===== config.mk =====
export PLATFORM = sky130hd
export DESIGN_NAME = sseg_mux_ctrl_flat
export DESIGN_NICKNAME = d
export VERILOG_FILES = /design/src/rtl/sseg_mux_ctrl_if.sv /design/src/rtl/sseg_mux_ctrl.sv /design/src/flat_wrapper.sv
export SDC_FILE = /design/constraint.sdc
export NUM_CORES = 1
export LEC_CHECK = 0
export CORE_ASPECT_RATIO = 2
export CORE_MARGIN = 2
export CORE_UTILIZATION = 57
export CTS_BUF_LIST = sky130_fd_sc_hd__clkbuf_2 sky130_fd_sc_hd__clkbuf_4 sky130_fd_sc_hd__clkbuf_8
export DETAILED_ROUTE_END_ITERATION = 10
export PLACE_DENSITY = 0.87
export SLEW_MARGIN = 20
export SYNTH_ARGS = -nofsm -noshare
export SYNTH_HDL_FRONTEND = slang
export SYNTH_SLANG_ARGS = --single-unit

===== constraint.sdc =====
create_clock -name clk -period 5.2 [get_ports clk]
set_clock_uncertainty 0.2 [all_clocks]
set_input_delay 0.52 -clock clk [delete_from_list [all_inputs] [get_ports clk]]
set_output_delay 0.52 -clock clk [all_outputs]
set_load 0.02 [all_outputs]

===== src/rtl/sseg_mux_ctrl_if.sv =====
// Signal bundle between a value source and the multiplexed seven-segment
// controller.
//   value/dp_in/load   : hex nibbles and decimal points, captured on load
//   digit_en/blank_lz  : live per-digit enables and leading-zero blanking
//   brightness         : PWM duty, all-ones = always on
//   sseg_anode/cathode : active-low display pins
//   digit_idx          : digit currently scanned
//   frame_tick         : one-cycle pulse at each frame start
// master = value source side, slave = controller side.
interface sseg_mux_ctrl_if #(
  parameter int NUM_DIGITS = 8,
  parameter int BRIGHT_W   = 4
) ();
  localparam int IDX_W = $clog2(NUM_DIGITS);

  logic [4*NUM_DIGITS-1:0] value;
  logic [NUM_DIGITS-1:0]   dp_in;
  logic                    load;
  logic [NUM_DIGITS-1:0]   digit_en;
  logic                    blank_lz;
  logic [BRIGHT_W-1:0]     brightness;
  logic [NUM_DIGITS-1:0]   sseg_anode;
  logic [7:0]              sseg_cathode;
  logic [IDX_W-1:0]        digit_idx;
  logic                    frame_tick;

  modport master (
    output value, dp_in, load, digit_en, blank_lz, brightness,
    input  sseg_anode, sseg_cathode, digit_idx, frame_tick
  );

  modport slave (
    input  value, dp_in, load, digit_en, blank_lz, brightness,
    output sseg_anode, sseg_cathode, digit_idx, frame_tick
  );
endinterface


===== src/rtl/sseg_mux_ctrl.sv =====
// Parametrised N-digit multiplexed seven-segment display controller.
// Scans one digit per CLK_DIV-cycle slot with hex decode, per-digit decimal
// points and enables, leading-zero blanking, PWM brightness, anti-ghosting
// dead time and frame-synchronous (tear-free) value updates.
// Ports:
//   clk   : system clock
//   reset : asynchronous, active-high
//   bus   : sseg_mux_ctrl_if slave modport (inputs, anode/cathode outputs,
//           digit_idx, frame_tick)
module sseg_mux_ctrl #(
  parameter int NUM_DIGITS  = 8,
  parameter int CLK_DIV     = 5000,
  parameter int DEAD_CYCLES = 50,
  parameter int BRIGHT_W    = 4
) (
  input  logic            clk,
  input  logic            reset,
  sseg_mux_ctrl_if.slave  bus
);
  localparam int PH_W  = $clog2(CLK_DIV);
  localparam int IDX_W = $clog2(NUM_DIGITS);
  localparam int VAL_W = 4 * NUM_DIGITS;

  localparam logic [PH_W-1:0]  PHASE_LAST = PH_W'(CLK_DIV - 1);
  localparam logic [PH_W-1:0]  DEAD_END   = PH_W'(DEAD_CYCLES);
  localparam logic [IDX_W-1:0] IDX_LAST   = IDX_W'(NUM_DIGITS - 1);

  logic [PH_W-1:0]       phase;
  logic [IDX_W-1:0]      digit_idx;
  logic [BRIGHT_W-1:0]   pwm_cnt;
  logic                  frame_tick;
  logic [VAL_W-1:0]      stage_val, shadow_val;
  logic [NUM_DIGITS-1:0] stage_dp, shadow_dp;
  logic                  pending;
  logic [NUM_DIGITS-1:0] anode;
  logic [7:0]            cathode;

  logic                  slot_end, frame_end;
  logic [3:0]            cur_nib;
  logic                  cur_dp, cur_blank;
  logic [6:0]            cur_seg;
  logic [NUM_DIGITS-1:0] lead_zero;
  logic                  zero_above;
  logic [NUM_DIGITS-1:0] anode_next;

  function automatic logic [6:0] hex7(input logic [3:0] n);
    case (n)
      4'h0: hex7 = 7'h40;
      4'h1: hex7 = 7'h79;
      4'h2: hex7 = 7'h24;
      4'h3: hex7 = 7'h30;
      4'h4: hex7 = 7'h19;
      4'h5: hex7 = 7'h12;
      4'h6: hex7 = 7'h02;
      4'h7: hex7 = 7'h78;
      4'h8: hex7 = 7'h00;
      4'h9: hex7 = 7'h10;
      4'hA: hex7 = 7'h08;
      4'hB: hex7 = 7'h03;
      4'hC: hex7 = 7'h46;
      4'hD: hex7 = 7'h21;
      4'hE: hex7 = 7'h06;
      default: hex7 = 7'h0E;
    endcase
  endfunction

  assign slot_end  = (phase == PHASE_LAST);
  assign frame_end = slot_end && (digit_idx == IDX_LAST);

  // lead_zero[d]: shadow nibbles NUM_DIGITS-1 down to d are all zero.
  always_comb begin
    lead_zero  = '0;
    zero_above = 1'b1;
    for (int unsigned i = 0; i < NUM_DIGITS; i++) begin
      zero_above = zero_above && (shadow_val[4*(NUM_DIGITS-1-i) +: 4] == 4'h0);
      lead_zero[NUM_DIGITS-1-i] = zero_above;
    end
  end

  always_comb begin
    cur_nib    = '0;
    cur_dp     = 1'b0;
    cur_blank  = 1'b0;
    anode_next = '1;
    for (int unsigned d = 0; d < NUM_DIGITS; d++) begin
      if (digit_idx == IDX_W'(d)) begin
        cur_nib   = shadow_val[4*d +: 4];
        cur_dp    = shadow_dp[d];
        cur_blank = bus.blank_lz && lead_zero[d] && (d != 0);
        if (bus.digit_en[d] && (phase >= DEAD_END) && (pwm_cnt <= bus.brightness))
          anode_next[d] = 1'b0;
      end
    end
    cur_seg = cur_blank ? 7'h7F : hex7(cur_nib);
  end

  always_ff @(posedge clk or posedge reset) begin
    if (reset) begin
      phase      <= '0;
      digit_idx  <= '0;
      pwm_cnt    <= '0;
      frame_tick <= 1'b0;
      stage_val  <= '0;
      stage_dp   <= '0;
      shadow_val <= '0;
      shadow_dp  <= '0;
      pending    <= 1'b0;
      anode      <= '1;
      cathode    <= '1;
    end else begin
      phase      <= slot_end ? '0 : phase + 1'b1;
      pwm_cnt    <= pwm_cnt + 1'b1;
      frame_tick <= frame_end;
      if (slot_end)
        digit_idx <= (digit_idx == IDX_LAST) ? '0 : digit_idx + 1'b1;

      if (bus.load) begin
        stage_val <= bus.value;
        stage_dp  <= bus.dp_in;
      end

      // A load coinciding with the frame boundary bypasses staging so it
      // lands in the frame that is just starting.
      if (frame_end) begin
        pending <= 1'b0;
        if (bus.load) begin
          shadow_val <= bus.value;
          shadow_dp  <= bus.dp_in;
        end else if (pending) begin
          shadow_val <= stage_val;
          shadow_dp  <= stage_dp;
        end
      end else if (bus.load) begin
        pending <= 1'b1;
      end

      anode   <= anode_next;
      cathode <= {~cur_dp, cur_seg};
    end
  end

  assign bus.sseg_anode   = anode;
  assign bus.sseg_cathode = cathode;
  assign bus.digit_idx    = digit_idx;
  assign bus.frame_tick   = frame_tick;
endmodule


===== src/flat_wrapper.sv =====
// flat-port wrapper written by rule: the top's interface ports become plain ports
module sseg_mux_ctrl_flat 
#(
  parameter int NUM_DIGITS  = 8,
  parameter int CLK_DIV     = 5000,
  parameter int DEAD_CYCLES = 50,
  parameter int BRIGHT_W    = 4
)
  (clk, reset, bus_value, bus_dp_in, bus_load, bus_digit_en, bus_blank_lz, bus_brightness, bus_sseg_anode, bus_sseg_cathode, bus_digit_idx, bus_frame_tick);
  sseg_mux_ctrl_if #(.NUM_DIGITS(NUM_DIGITS), .BRIGHT_W(BRIGHT_W)) bus_i ();
  input  logic clk;
  input  logic reset;
  input wire logic [$bits(bus_i.value)-1:0] bus_value;
  input wire logic [$bits(bus_i.dp_in)-1:0] bus_dp_in;
  input wire logic [$bits(bus_i.load)-1:0] bus_load;
  input wire logic [$bits(bus_i.digit_en)-1:0] bus_digit_en;
  input wire logic [$bits(bus_i.blank_lz)-1:0] bus_blank_lz;
  input wire logic [$bits(bus_i.brightness)-1:0] bus_brightness;
  output wire logic [$bits(bus_i.sseg_anode)-1:0] bus_sseg_anode;
  output wire logic [$bits(bus_i.sseg_cathode)-1:0] bus_sseg_cathode;
  output wire logic [$bits(bus_i.digit_idx)-1:0] bus_digit_idx;
  output wire logic [$bits(bus_i.frame_tick)-1:0] bus_frame_tick;
  assign bus_i.value = bus_value;
  assign bus_i.dp_in = bus_dp_in;
  assign bus_i.load = bus_load;
  assign bus_i.digit_en = bus_digit_en;
  assign bus_i.blank_lz = bus_blank_lz;
  assign bus_i.brightness = bus_brightness;
  assign bus_sseg_anode = bus_i.sseg_anode;
  assign bus_sseg_cathode = bus_i.sseg_cathode;
  assign bus_digit_idx = bus_i.digit_idx;
  assign bus_frame_tick = bus_i.frame_tick;
  sseg_mux_ctrl #(.NUM_DIGITS(NUM_DIGITS), .CLK_DIV(CLK_DIV), .DEAD_CYCLES(DEAD_CYCLES), .BRIGHT_W(BRIGHT_W)) u_core (.clk(clk), .reset(reset), .bus(bus_i));
endmodule

==> results_dict.tcl <==
set metrics [dict create \
    final-hold-violation-count 0 \
    worstRegToRegCells 11 \
    synth.top_cells.by_area "dfrtp_1 46%, mux2_4 11%, mux2_2 8.1%" \
    post_detailed_route_wirelength_per_cell_um 19.7 \
    startpoint_type "flop" \
    yosys_most_used_dff "dfrtp_1" \
    fin_tns_setup_ps 0 \
    postSynthAreaPerCell_um2 12.8 \
    gp_congestion 0.893 \
    rows 51 \
    synthArstFlopShare_pct 100 \
    timing.hold.worst_path_depth 1 \
    leakage_nw 3.12 \
    die_width_um 74.0 \
    min_period_ps 3580 \
    drt_pass1_iterations 4 \
    cts_made_buffers 17 \
    report.final.setup_viol 0 \
    floorplan.die.height_um 144 \
    final_max_slew_viol_count 0 \
    grt_antenna_before_repair 0 \
    biggest_cell_delay_along_the_critical_path_ps 560 \
    h_tree_level_count 4 \
    crit_family "compound AO/OA/AOI/OAI gates" \
    numClockSinks 118 \
    placeableCoreArea_mm2 0.00964 \
    cts.path.max_buffers 2 \
    drt_iter0_markers 198 \
    clk_latency_ps 430 \
    fin_cells 654 \
    top_level_ports 76 \
    vdd.ir_drop.worst_v 0.000210 \
    critPathBufInv 2 \
    critical_path_s_slowest_cell "dfrtp_1" \
    maxCapViolations 0 \
    rsz0062_at_grt "false" \
    cts_hold_repair.buffers 0 \
    dp_worst_setup_slack_ps 1740 \
    detail_route.drc_violations 0 \
    cts_setup_buffers 0 \
    route.final.wire_length_mm 12.9 \
    clk_transition_reported_paths_ps 70 \
    place.detailed.hpwl_mm 9.30 \
    start_util_pct 58.0 \
    grt_max_degree 74 \
    cp.depth 11 \
    vias 3744 \
    ys_seq_area_share_pct 53.2 \
    cp_data_required_time_ps 5360 \
    tritoncts "done" \
    port-buffer-count 75 \
    flow.area_growth_from_synthesis_pct 21.5 \
    setup.worst_path.class "reg2reg" \
    min_period_over_period_pct 68.9 \
    synth_nets 510 \
    post_route_cells_drive_above_1_share_pct 27.6 \
    fp.dieArea_mm2 0.0107 \
    total_congestion_overflow_after_global_routing 0 \
    post_drt_via_cell_ratio 5.72 \
    design_area_mm2 0.00679 \
    critical_path.cell_chain "inv_1 > ha_1 > nor2_1 > a221oi_1 > a211oi_1 > nor3_2 > ha_1 > inv_1 > a2111oi_0 > a31oi_1 > nand4_1" \
    placed_cells_incl_taps 622 \
    synth.largest_area_cell "dfrtp_1" \
    finish.net_count 583 \
    path_type_of_the_worst_min_delay_path "reg2reg" \
    relSlewSlack_pct 41.2 \
    n_antenna_cell 0 \
    yosysTopAreaCellShare_pct 45.7 \
    tightestPinTransition_ps 882 \
    number_of_enable_type_register_cells_in_the_synthesized_netlist 0 \
    synth.distinct_cells 61 \
    post_synth_inst_count 436 \
    critical_path_arrival_ps 3740 \
    yosysWarnings 0 \
    max_freq_ghz 0.279 \
    hold-worst-slack_ps 249 \
    post_synth_design_cell_area_mm2 0.00559 \
    antenna_left 0 \
    number_of_gates_resized_after_cts 0 \
    power.density_cell_area_mw_per_mm2 286 \
    final.setup.worst_slack_ps 1620 \
    path_max_fanout 17 \
    via_count_of_the_first_global_routing_pass 4068 \
    ctsRootBufferMaster "clkbuf_8" \
    global_route.usage.total_pct 26.3 \
    crit_path_end_kind "flop" \
    first_pass_grt_wire_length_mm 20.5 \
    post_dp_cell_area_mm2 0.00637 \
    status "completed" \
    synth-seq-cells 118 \
]
-- logic make-up after synthesis --
group                      Yosys count  share of synthesized area (%)
muxes                               82                           19.2
and+or+nand+nor                    101                           9.58
adders and majority gates           18                           4.03
DFF                                118                           53.2
buffers and inverters               44                           4.05
xor gates and xnor gates            12                           1.88
AOI/OAI and AO/OA                   61                           8.10
-- layout make-up --
cell class / count / area (um2)
clock buffers: 19 / 262
clock inverters: 13 / 155
fillers: 666 / 2850
inverters: 20 / 77.6
multi-input cells: 274 / 2390
flip-flops and latches: 118 / 2970
well taps: 132 / 165
repair buffers: 78 / 768
-- cell usage in the layout (no fill, tap or decap), types with 4 or more instances in the layout --
master,n
a21o_1,4
a21oi_1,16
clkbuf_8,19
clkdlybuf4s50_1,74
clkinv_2,5
dfrtp_1,102
dfstp_2,16
ha_1,18
inv_1,16
mux2_2,40
mux2_4,40
nand2_1,21
nand3_1,11
nand4_1,10
nor2_1,20
nor2b_1,4
nor3_1,9
nor4_1,8
o21ai_0,7
xnor2_1,7
xor2_1,5
-- per-stage QoR --
stage / total power, mW / utilization, %
floorplan: 1.03 / -
global placement: 1.09 / 66.1
detailed placement: 1.10 / 66.1
CTS: 1.96 / 70.5
global route: 2.02 / 70.5
finish: 1.94 / 70.5
-- power by group --
group	internal [mW]	leakage, nW	switching [mW]
registers	0.949	1.48	0.00797
clock network	0.496	0.207	0.371
logic	0.0676	1.43	0.0522
-- layer usage --
metal | track usage [%] | vias up | routed length (um)
met5 | 0 | - | 0
met4 | 15.5 | 0 | 634
met3 | 6.27 | 51 | 495
met2 | 47.0 | 128 | 7430
met1 | 26.7 | 1850 | 4350
li1 | - | 1715 | -
-- registers in the layout, summed over array words and instances, names as in the netlist, 3 cells and up --
register                 cells
u_core.shadow_val           32
u_core.bus.sseg_cathode      8
u_core.stage_dp              8
u_core.phase                13
u_core.stage_val            32
u_core.bus.digit_idx         3
u_core.bus.sseg_anode        8
u_core.pwm_cnt               4
u_core.shadow_dp             8
-- path summary, 6_finish.rpt --
check,startpoint,end,slack [ps]
max in group asynchronous,reset,u_core.bus.sseg_anode[7],3260
min reg2reg,u_core.shadow_dp[7],u_core.bus.sseg_cathode[7],250
max reg2reg,u_core.bus.digit_idx[2],u_core.bus.sseg_cathode[0],1620
max,u_core.bus.digit_idx[2],u_core.bus.sseg_cathode[0],1620
min,u_core.shadow_dp[7],u_core.bus.sseg_cathode[7],250
min in group asynchronous,reset,u_core.pwm_cnt[3],410
-- Yosys cell counts (all sizes together) (2+ instances only) --
cell type / count
a211oi: 3
a21o: 4
a21oi: 16
a221o: 3
a221oi: 2
a31oi: 2
and2: 3
and4: 2
buf: 17
clkbuf: 7
dfrtp: 102
dfstp: 16
ha: 18
inv: 19
mux2: 80
mux2i: 2
nand2: 21
nand2b: 3
nand3: 12
nand4: 10
nor2: 20
nor2b: 4
nor3: 10
nor4: 9
o211ai: 3
o21a: 2
o21ai: 9
o221ai: 4
o22ai: 2
o311ai: 2
xnor2: 7
xor2: 5
Note: power is estimated with default switching activity, not from simulation.
